<file path="config.mk">
export PLATFORM = sky130hd
export DESIGN_NAME = alu_operand_stage
export DESIGN_NICKNAME = d
export VERILOG_FILES = /design/src/rtl/alu_operand_stage.sv
export SDC_FILE = /design/constraint.sdc
export NUM_CORES = 2
export LEC_CHECK = 0
export CAP_MARGIN = 10
export CORE_AREA = 2 2 333 335
export CTS_CLUSTER_DIAMETER = 80
export CTS_CLUSTER_SIZE = 30
export DETAILED_ROUTE_END_ITERATION = 8
export DIE_AREA = 0 0 335 337
export PLACE_DENSITY = 0.73
export SETUP_SLACK_MARGIN = 0.2
export SYNTH_ARGS = -nofsm -noshare
export SYNTH_HDL_FRONTEND = slang
export SYNTH_SLANG_ARGS = --single-unit
</file>
<file path="constraint.sdc">
create_clock -name clk -period 2.25 [get_ports clk]
set_clock_uncertainty 0.2 [all_clocks]
set_input_delay 0.45 -clock clk [delete_from_list [all_inputs] [get_ports clk]]
set_output_delay 0.45 -clock clk [all_outputs]
set_load 0.02 [all_outputs]
</file>
<file path="src/rtl/alu_operand_stage.sv">
// Decode/operand-fetch stage feeding the ALU: 31-entry register file, RV32I decode, one-entry output buffer.
// Optional: define ALU_OPSTAGE_REFRESH_EN to refresh held register operands from writeback while stalled.
`ifndef XBUS
`define XBUS 31:0
`endif
`ifndef ALU_OP_MSB
`define ALU_OP_MSB 3
`endif

module alu_operand_stage #(
    parameter logic [`XBUS] RF_RESET_VAL = 32'h0000_0000
) (
    input  logic                clk,
    input  logic                rst_n,
    input  logic                in_valid,
    output logic                in_ready,
    input  logic [31:0]         in_instr,
    input  logic [`XBUS]        in_pc,
    input  logic                wb_en,
    input  logic [4:0]          wb_rd,
    input  logic [`XBUS]        wb_data,
    output logic                out_valid,
    input  logic                out_ready,
    output logic [`XBUS]        out_a,
    output logic [`XBUS]        out_b,
    output logic [`ALU_OP_MSB:0] out_op,
    output logic                out_is_cond,
    output logic [4:0]          out_rd,
    output logic                out_rd_we,
    output logic [`XBUS]        out_imm,
    output logic [`XBUS]        out_pc,
    output logic                out_illegal
);

    localparam logic [6:0] OPC_OP     = 7'b0110011;
    localparam logic [6:0] OPC_OPIMM  = 7'b0010011;
    localparam logic [6:0] OPC_BRANCH = 7'b1100011;
    localparam logic [6:0] OPC_LUI    = 7'b0110111;
    localparam logic [6:0] OPC_AUIPC  = 7'b0010111;

    logic [`XBUS] rf_r [1:31];

    logic [6:0]  opcode_s;
    logic [2:0]  f3_s;
    logic        f7b_s;
    logic [4:0]  rs1_idx_s;
    logic [4:0]  rs2_idx_s;
    logic [4:0]  rd_idx_s;
    logic [`XBUS] imm_i_s;
    logic [`XBUS] imm_b_s;
    logic [`XBUS] imm_u_s;
    logic [`XBUS] rs1_val_s;
    logic [`XBUS] rs2_val_s;
    logic        accept_s;

    logic [`XBUS]         dec_a_s;
    logic [`XBUS]         dec_b_s;
    logic [`ALU_OP_MSB:0] dec_op_s;
    logic                 dec_cond_s;
    logic [4:0]           dec_rd_s;
    logic                 dec_we_s;
    logic                 dec_rd_we_s;
    logic [`XBUS]         dec_imm_s;
    logic                 dec_illegal_s;
    logic                 dec_a_reg_s;
    logic                 dec_b_reg_s;

`ifdef ALU_OPSTAGE_REFRESH_EN
    logic [4:0] rs1_idx_r;
    logic [4:0] rs2_idx_r;
    logic       a_reg_r;
    logic       b_reg_r;
`endif

    assign opcode_s  = in_instr[6:0];
    assign f3_s      = in_instr[14:12];
    assign f7b_s     = in_instr[30];
    assign rs1_idx_s = in_instr[19:15];
    assign rs2_idx_s = in_instr[24:20];
    assign rd_idx_s  = in_instr[11:7];
    assign imm_i_s   = {{20{in_instr[31]}}, in_instr[31:20]};
    assign imm_b_s   = {{20{in_instr[31]}}, in_instr[7], in_instr[30:25], in_instr[11:8], 1'b0};
    assign imm_u_s   = {in_instr[31:12], 12'h000};

    assign in_ready = !out_valid || out_ready;
    assign accept_s = in_valid && in_ready;

    // Register-file read with same-cycle writeback bypass; x0 always reads zero.
    always_comb begin
        rs1_val_s = 32'h0000_0000;
        rs2_val_s = 32'h0000_0000;
        if (rs1_idx_s == 5'd0) begin
            rs1_val_s = 32'h0000_0000;
        end else if (wb_en && (wb_rd == rs1_idx_s)) begin
            rs1_val_s = wb_data;
        end else begin
            rs1_val_s = rf_r[rs1_idx_s];
        end
        if (rs2_idx_s == 5'd0) begin
            rs2_val_s = 32'h0000_0000;
        end else if (wb_en && (wb_rd == rs2_idx_s)) begin
            rs2_val_s = wb_data;
        end else begin
            rs2_val_s = rf_r[rs2_idx_s];
        end
    end

    // Instruction decode into ALU operands and control.
    always_comb begin
        dec_a_s       = 32'h0000_0000;
        dec_b_s       = 32'h0000_0000;
        dec_op_s      = 4'b0000;
        dec_cond_s    = 1'b0;
        dec_rd_s      = 5'd0;
        dec_we_s      = 1'b0;
        dec_imm_s     = 32'h0000_0000;
        dec_illegal_s = 1'b0;
        dec_a_reg_s   = 1'b0;
        dec_b_reg_s   = 1'b0;
        case (opcode_s)
            OPC_OP: begin
                dec_a_s     = rs1_val_s;
                dec_b_s     = rs2_val_s;
                dec_op_s    = {f7b_s, f3_s};
                dec_rd_s    = rd_idx_s;
                dec_we_s    = 1'b1;
                dec_a_reg_s = 1'b1;
                dec_b_reg_s = 1'b1;
            end
            OPC_OPIMM: begin
                dec_a_s     = rs1_val_s;
                dec_b_s     = imm_i_s;
                dec_imm_s   = imm_i_s;
                // Only the right shifts use instr[30] to pick arithmetic vs logical.
                if (f3_s == 3'b101) begin
                    dec_op_s = {f7b_s, f3_s};
                end else begin
                    dec_op_s = {1'b0, f3_s};
                end
                dec_rd_s    = rd_idx_s;
                dec_we_s    = 1'b1;
                dec_a_reg_s = 1'b1;
            end
            OPC_BRANCH: begin
                dec_a_s     = rs1_val_s;
                dec_b_s     = rs2_val_s;
                dec_op_s    = {1'b0, f3_s};
                dec_cond_s  = 1'b1;
                dec_imm_s   = imm_b_s;
                dec_a_reg_s = 1'b1;
                dec_b_reg_s = 1'b1;
            end
            OPC_LUI: begin
                dec_b_s   = imm_u_s;
                dec_imm_s = imm_u_s;
                dec_rd_s  = rd_idx_s;
                dec_we_s  = 1'b1;
            end
            OPC_AUIPC: begin
                dec_a_s   = in_pc;
                dec_b_s   = imm_u_s;
                dec_imm_s = imm_u_s;
                dec_rd_s  = rd_idx_s;
                dec_we_s  = 1'b1;
            end
            default: begin
                dec_illegal_s = 1'b1;
            end
        endcase
        dec_rd_we_s = dec_we_s && (dec_rd_s != 5'd0);
    end

    // Register file x1..x31; writes to x0 are dropped.
    always_ff @(posedge clk or negedge rst_n) begin
        if (!rst_n) begin
            for (int i = 1; i < 32; i++) begin
                rf_r[i] <= RF_RESET_VAL;
            end
        end else if (wb_en && (wb_rd != 5'd0)) begin
            rf_r[wb_rd] <= wb_data;
        end
    end

    // One-entry output buffer toward the ALU.
    always_ff @(posedge clk or negedge rst_n) begin
        if (!rst_n) begin
            out_valid   <= 1'b0;
            out_a       <= 32'h0000_0000;
            out_b       <= 32'h0000_0000;
            out_op      <= 4'b0000;
            out_is_cond <= 1'b0;
            out_rd      <= 5'd0;
            out_rd_we   <= 1'b0;
            out_imm     <= 32'h0000_0000;
            out_pc      <= 32'h0000_0000;
            out_illegal <= 1'b0;
`ifdef ALU_OPSTAGE_REFRESH_EN
            rs1_idx_r   <= 5'd0;
            rs2_idx_r   <= 5'd0;
            a_reg_r     <= 1'b0;
            b_reg_r     <= 1'b0;
`endif
        end else if (accept_s) begin
            out_valid   <= 1'b1;
            out_a       <= dec_a_s;
            out_b       <= dec_b_s;
            out_op      <= dec_op_s;
            out_is_cond <= dec_cond_s;
            out_rd      <= dec_rd_s;
            out_rd_we   <= dec_rd_we_s;
            out_imm     <= dec_imm_s;
            out_pc      <= in_pc;
            out_illegal <= dec_illegal_s;
`ifdef ALU_OPSTAGE_REFRESH_EN
            rs1_idx_r   <= rs1_idx_s;
            rs2_idx_r   <= rs2_idx_s;
            a_reg_r     <= dec_a_reg_s;
            b_reg_r     <= dec_b_reg_s;
`endif
        end else if (out_ready) begin
            out_valid <= 1'b0;
        end
`ifdef ALU_OPSTAGE_REFRESH_EN
        else if (out_valid && wb_en && (wb_rd != 5'd0)) begin
            if (a_reg_r && (wb_rd == rs1_idx_r)) begin
                out_a <= wb_data;
            end
            if (b_reg_r && (wb_rd == rs2_idx_r)) begin
                out_b <= wb_data;
            end
        end
`endif
    end

`ifndef ALU_OPSTAGE_REFRESH_EN
    logic unused_src_flags_s;
    assign unused_src_flags_s = dec_a_reg_s ^ dec_b_reg_s;
`endif

endmodule
</file>
# [Yosys cells after proc, flatten, opt, wreduce, memory -nomap -nowiden]
# Index checks and enable logic that the tools add are counted.
# Widths: inputs -> output; s select.
[word_totals] input_bits=106 regBits=1133 wordCells=98 output_inout_bits=142
[op_classes] n_bitwise=3 n_lt_le_gt_ge=4 n_reduce_logical=18 muxes=24 n_eq_ne=8
[op_table] op="$bwmux 992" n=1
[op_table] op="$bmux 32 s5" n=2
[op_table] op="$mux 32" n=9
[op_table] op="$pmux 32 s3" n=2
[op_table] op="$demux 32 s5" n=1
[op_table] op="$pmux 32 s2" n=1
[op_table] op="$ge 6x6->1 const B" n=3
[op_table] op="$not 5->6" n=3
[op_table] op="$eq 7x5->1 const B" n=2
[op_table] op="$eq 7x6->1 const B" n=2
[op_table] op="$pmux 4 s3" n=1
[op_table] op="$eq 5x5->1" n=2
[op_table] op="$logic_not 5->1" n=2
[op_table] op="$reduce_bool 5->1" n=2
[op_table] op="$eq 7x7->1 const B" n=1
[op_table] op="$logic_and 1x1->1" n=6
[op_table] op="$lt 6x1->1 const B" n=1
[op_table] op="$mux 1" n=5
[op_table] op="$mux 5" n=1
[op_table] op="$reduce_or 5->1" n=1
[op_table] op="$mux 4" n=1
[op_table] op="$reduce_or 2->1" n=2
[op_table] op="$reduce_or 4->1" n=1
[op_table] op="$eq 3x3->1 const B" n=1
[op_table] op="4 further kinds" n=4

# [Longest topological paths before layout]
[logic_depth] depth_word=7 depth_mapped=11 depth_no_buf=6

# [Least setup slack after synthesis]
# Ideal clock, no wire load.
[synth_timing] path_kind="input to register" from="input in_instr[15]" to="register out_a[21]" setup_slack_ns=-0.225 path_stages=8 arrival_ns=2.143 path_buffers=3 required_time_ns=1.918 setup_time_ns=0.132 cell_sequence="buf_2 -> buf_2 -> buf_2 -> mux4_2 -> mux2i_1 -> nand2_1 -> o2111ai_1 -> nand4_1"
[synth_via] elab_chain_len=7 elab_cells_between_ends=10 cone_classes="eq/ne (1); mux (6); bitwise (1); reduce/logical (2)"
[synth_rtl] item="from (decl)" line_no="17" source="input logic [31:0] in_instr,"
[synth_rtl] item="$not 5->6 (not written as such)" line_no="97" source="rs1_val_s = rf_r[rs1_idx_s];"
[synth_rtl] item="$bmux 32 s5" line_no="97"
[synth_rtl] item="$mux 32 (not written as such) (2 in series)" line_no="97"
[synth_rtl] item="$mux 32" line_no="94" source="end else if (wb_en && (wb_rd == rs1_idx_s)) begin"
[synth_rtl] item="$mux 32 (*)" line_no="92" source="if (rs1_idx_s == 5'd0) begin"
[synth_rtl] item="$pmux 32 s2 (*)" line_no="120" source="case (opcode_s)"
[synth_rtl] item="to (signal assigned)" line_no="205" source="out_a <= dec_a_s;"
[synth_rtl] item="to (decl)" line_no="24" source="output logic [`XBUS] out_a,"
# Every way passes the cells marked *; elsewhere a longest branch is shown, timed or not. The select of a mux whose other input is x is not followed.
# A chain may end at the register's enable or synchronous reset.

# [Worst setup path after layout]
[layout_timing] from="register out_valid" to="output in_ready"
[layout_via] elab_chain_len=2
[layout_rtl] item="from (decl)" line_no="22" source="output logic out_valid,"
[layout_rtl] item="from (signal assigned)" line_no="187" source="out_valid <= 1'b0;"
[layout_rtl] item="from (signal assigned)" line_no="204" source="out_valid <= 1'b1;"
[layout_rtl] item="from (signal assigned)" line_no="221" source="out_valid <= 1'b0;"
[layout_rtl] item="$logic_not 1->1" line_no="85" source="assign in_ready = !out_valid || out_ready;"
[layout_rtl] item="$logic_or 1x1->1" line_no="85"
[layout_rtl] item="to (decl)" line_no="16" source="output logic in_ready,"
# No other way between the ends.

==> flow_metrics.tcl <==
set metrics [dict create \
    grt_usage_pct 37.1 \
    synth_edf_count 0 \
    leakagePower_nw 31.7 \
    arrival_ns 1.56 \
    grt_pass1_vias 43800 \
    critPathRequiredTime_ns 1.60 \
    rows 122 \
    cts.htree.levels 2 \
    syn_area_per_cell_um2 14.1 \
    final_area_mm2 0.0723 \
    powerDensity_mw_per_mm2 709 \
    gp_congestion 0.949 \
    maxCapViolCount 0 \
    drt_iter0_markers 5643 \
    drc 0 \
    yosysTopAreaCellShare_pct 47.4 \
    met1_usage_pct 50.5 \
    cts_tree "done" \
    final_nets 4899 \
    cts.sinks 1133 \
    cts_buffer_depth 3 \
    dieArea_mm2 0.113 \
    use_met2_pct 54.7 \
    clk_latency_ns 0.74 \
    post_drt_wl_per_cell_um 34.0 \
    rsz0062_at_grt "yes" \
    syn-num-nets 4358 \
    num_vias 44000 \
    grtUsageMet3_pct 11.1 \
    overflow 0 \
    p_seq_share_pct 51.9 \
    synthTopCellsByArea "dfrtp_1 47%, mux2_2 20%, mux4_2 17%, mux2i_1 2.2%, nand2_1 2.0%" \
    start_kind "register" \
    synth_top_area_cell "dfrtp_1" \
    core-area_mm2 0.110 \
    crit_path_start "out_valid$_DFFE_PN0P_" \
    setup_violations 0 \
    fin_crit_ns 2.21 \
    crit_type "reg2out" \
    worst_setup_path_end_kind "primary output" \
    placed_area_mm2 0.0690 \
    syn_inst 4252 \
    hold_viol_final 0 \
    antenna_found_initial 10 \
    ys_warn_count 0 \
    fin_cells 6252 \
    timing.fmax_ghz 0.452 \
    drt.antenna.violating_nets 0 \
    clk_pin_slew_ns 0.11 \
    synth_seq_area_share_pct 47.4 \
    period_share_pct 98.2 \
    seq_area_mm2 0.0284 \
    slew_headroom_pct 55.9 \
    numCtsBuffers 49 \
    final.fill_count 7720 \
    peakVddDrop_mv 0.649 \
    io_pins 248 \
    power.internal_mw 36.1 \
    grt-busiest-layer "met2" \
    dp.cells 6066 \
    finalMaxSlewViolations 0 \
    hold_class "in2async" \
    pwr-share-comb_pct 25.4 \
    p_switching_mw 15.2 \
    grt_pass1_wl_um 305000 \
    synth_async_sr_flop_share_pct 100 \
    portBuffers 247 \
    worst_slew_pin_slew_ns 0.659 \
    status "finished, final reports clean" \
    reg2reg_to "out_b[11]$_DFFE_PN0P_" \
    final_cell_mix "1108 x dfrtp_1, 1050 x mux2_2, 467 x mux4_2, 445 x buf_4, 303 x nand2_1" \
    r2r_slack_ns 0.04 \
    syn-cell-area_mm2 0.0598 \
    power_frac_clock_pct 22.7 \
    first_pass_iters 5 \
    swShare_pct 29.7 \
    dieHeight_um 337 \
    vias_per_cell 7.04 \
    mostFrequentLayoutCell "dfrtp_1" \
    syn2layout_area_growth_pct 21.0 \
    r2r-start "rf_r[683]$_DFFE_PN0P_" \
    multi_input_area_mm2 0.0305 \
    path_max_fanout 2 \
    start_util_pct 54.6 \
    grt_max_degree 96 \
    drive_gt1_share_pct 54.3 \
    ys_types 69 \
    drt-total-wl_um 213000 \
    fp.dieW_um 335 \
    synthFlopType "dfrtp_1" \
    ys_seq_elements 1133 \
    reg2reg_depth 5 \
    place_hpwl_um 145000 \
    root_buffer "clkbuf_16" \
]
## cells in the mapped netlist, types with 3 or more instances
cell and number:
mux4_1 6, o22ai_1 22, a221oi_1 33, and3_1 17
nand3_1 61, nand2_1 320, xor2_1 4, o32a_1 3
o21ai_1 6, mux4_2 461, o2111ai_1 21, a41oi_1 7
a311o_1 13, nand2b_1 4, nor4_1 4, mux2_2 1051
nor2_1 68, a22oi_1 31, mux2i_1 130, nor3_1 15
nand4_1 30, buf_2 94, nand3b_1 18, a22o_1 36
o211ai_1 4, o311ai_0 3, a21oi_1 106, and3b_1 4
o21ai_0 91, o221ai_1 14, buf_12 3, clkbuf_1 242
nor2b_1 6, buf_4 28, a31oi_1 5, xnor2_1 6
buf_1 58, inv_1 3, a21o_1 8, nor3b_1 4
buf_6 18, and2_1 7, o22a_1 19, dfrtp_1 1133
## power by group through the flow
stage | sequential, mW | combinational [mW] | clock, mW
floorplan | 26.1 | 8.66 | 0
detailed placement | 26.8 | 12.5 | 0
finish | 26.6 | 13.0 | 11.6
global placement | 26.5 | 12.2 | 0
CTS | 26.4 | 12.6 | 11.7
global route | 27.0 | 13.7 | 12.5
## cell families (layout without fill, tap and decap cells)
| group | after synthesis | after routing | share of synthesized area, % |
|---|---|---|---|
| muxes | 1648 | 1648 | 39.6 |
| DFF | 1133 | 1133 | 47.4 |
| and+or+nand+nor | 572 | 572 | 4.33 |
| buffers and inverters | 451 | 1023 | 3.55 |
| AOI/OAI and AO/OA | 438 | 438 | 4.99 |
| xor gates and xnor gates | 10 | 10 | 0.146 |
| other | 0 | 2 | 0 |
## layout make-up
class / instances / area share, %
inverter: 5 / 0.0294
clock inverter: 27 / 0.412
tap: 1426 / 2.47
multi-input combinational: 2668 / 42.1
sequential: 1133 / 39.2
clock buffer: 55 / 1.77
antenna: 2 / 0.00692
timing repair buffer: 936 / 14.0
## layer usage
| metal | vias to the layer above | part of all wire [%] |
|---|---|---|
| li1 | 17300 | - |
| met1 | 23100 | 37 |
| met2 | 2988 | 44 |
| met3 | 712 | 13 |
| met4 | 10 | 6.4 |
| met5 | - | 0.032 |
## repair_timing
item / CTS / global route
endpoints found under the setup margin: 571 / 165
hold buffers: 1 / 0
cloned: 5 / 7
pin swaps: 20 / 46
endpoints found under the hold margin: 653 / 0
resized for setup: 606 / 200
buffers inserted: 48 / 41
## flip-flops by register name, summed over array words and instances (netlist names), 4 cells and up
register,cells
rf_r,992
out_a,32
out_b,32
out_imm,32
out_pc,32
out_rd,5
out_op,4
## stage by stage
stage          utilization [%]  setup TNS [ns]  power [mW]  worst slack (ns)  hold slack (ns)
2_1_floorplan                -           -1.25        34.7           -0.0690          -0.0456
6_report                  66.0               0        51.3            0.0395           0.0327
4_1_cts                   65.0        -0.00505        50.8          -0.00354           0.0160
3_3_place_gp              63.0         -552.59        38.7            -0.794            0.184
5_1_grt                   66.0         -0.0592        53.1           -0.0263           0.0319
3_5_place_dp              63.0         -561.80        39.3            -0.837            0.180
## worst max-delay path, stage by stage (launching register included)
cell and delay [ns]:
dfrtp_1 0.40, nand2b_1 0.13, buf_6 0.12, buf_6 0.09, buf_6 0.11
## worst max-delay path by stage
stage                                 end  slack, ns  cells past startpoint
floorplan           out_b[11]$_DFFE_PN0P_      -0.07                      6
global placement     out_a[5]$_DFFE_PN0P_      -0.79                      8
CTS                 out_b[11]$_DFFE_PN0P_     -0.004                      5
finish                           in_ready       0.04                      4
global route                     in_ready      -0.03                      4
detailed placement   out_a[5]$_DFFE_PN0P_      -0.84                      8
Power figures use the tool's default switching activity.
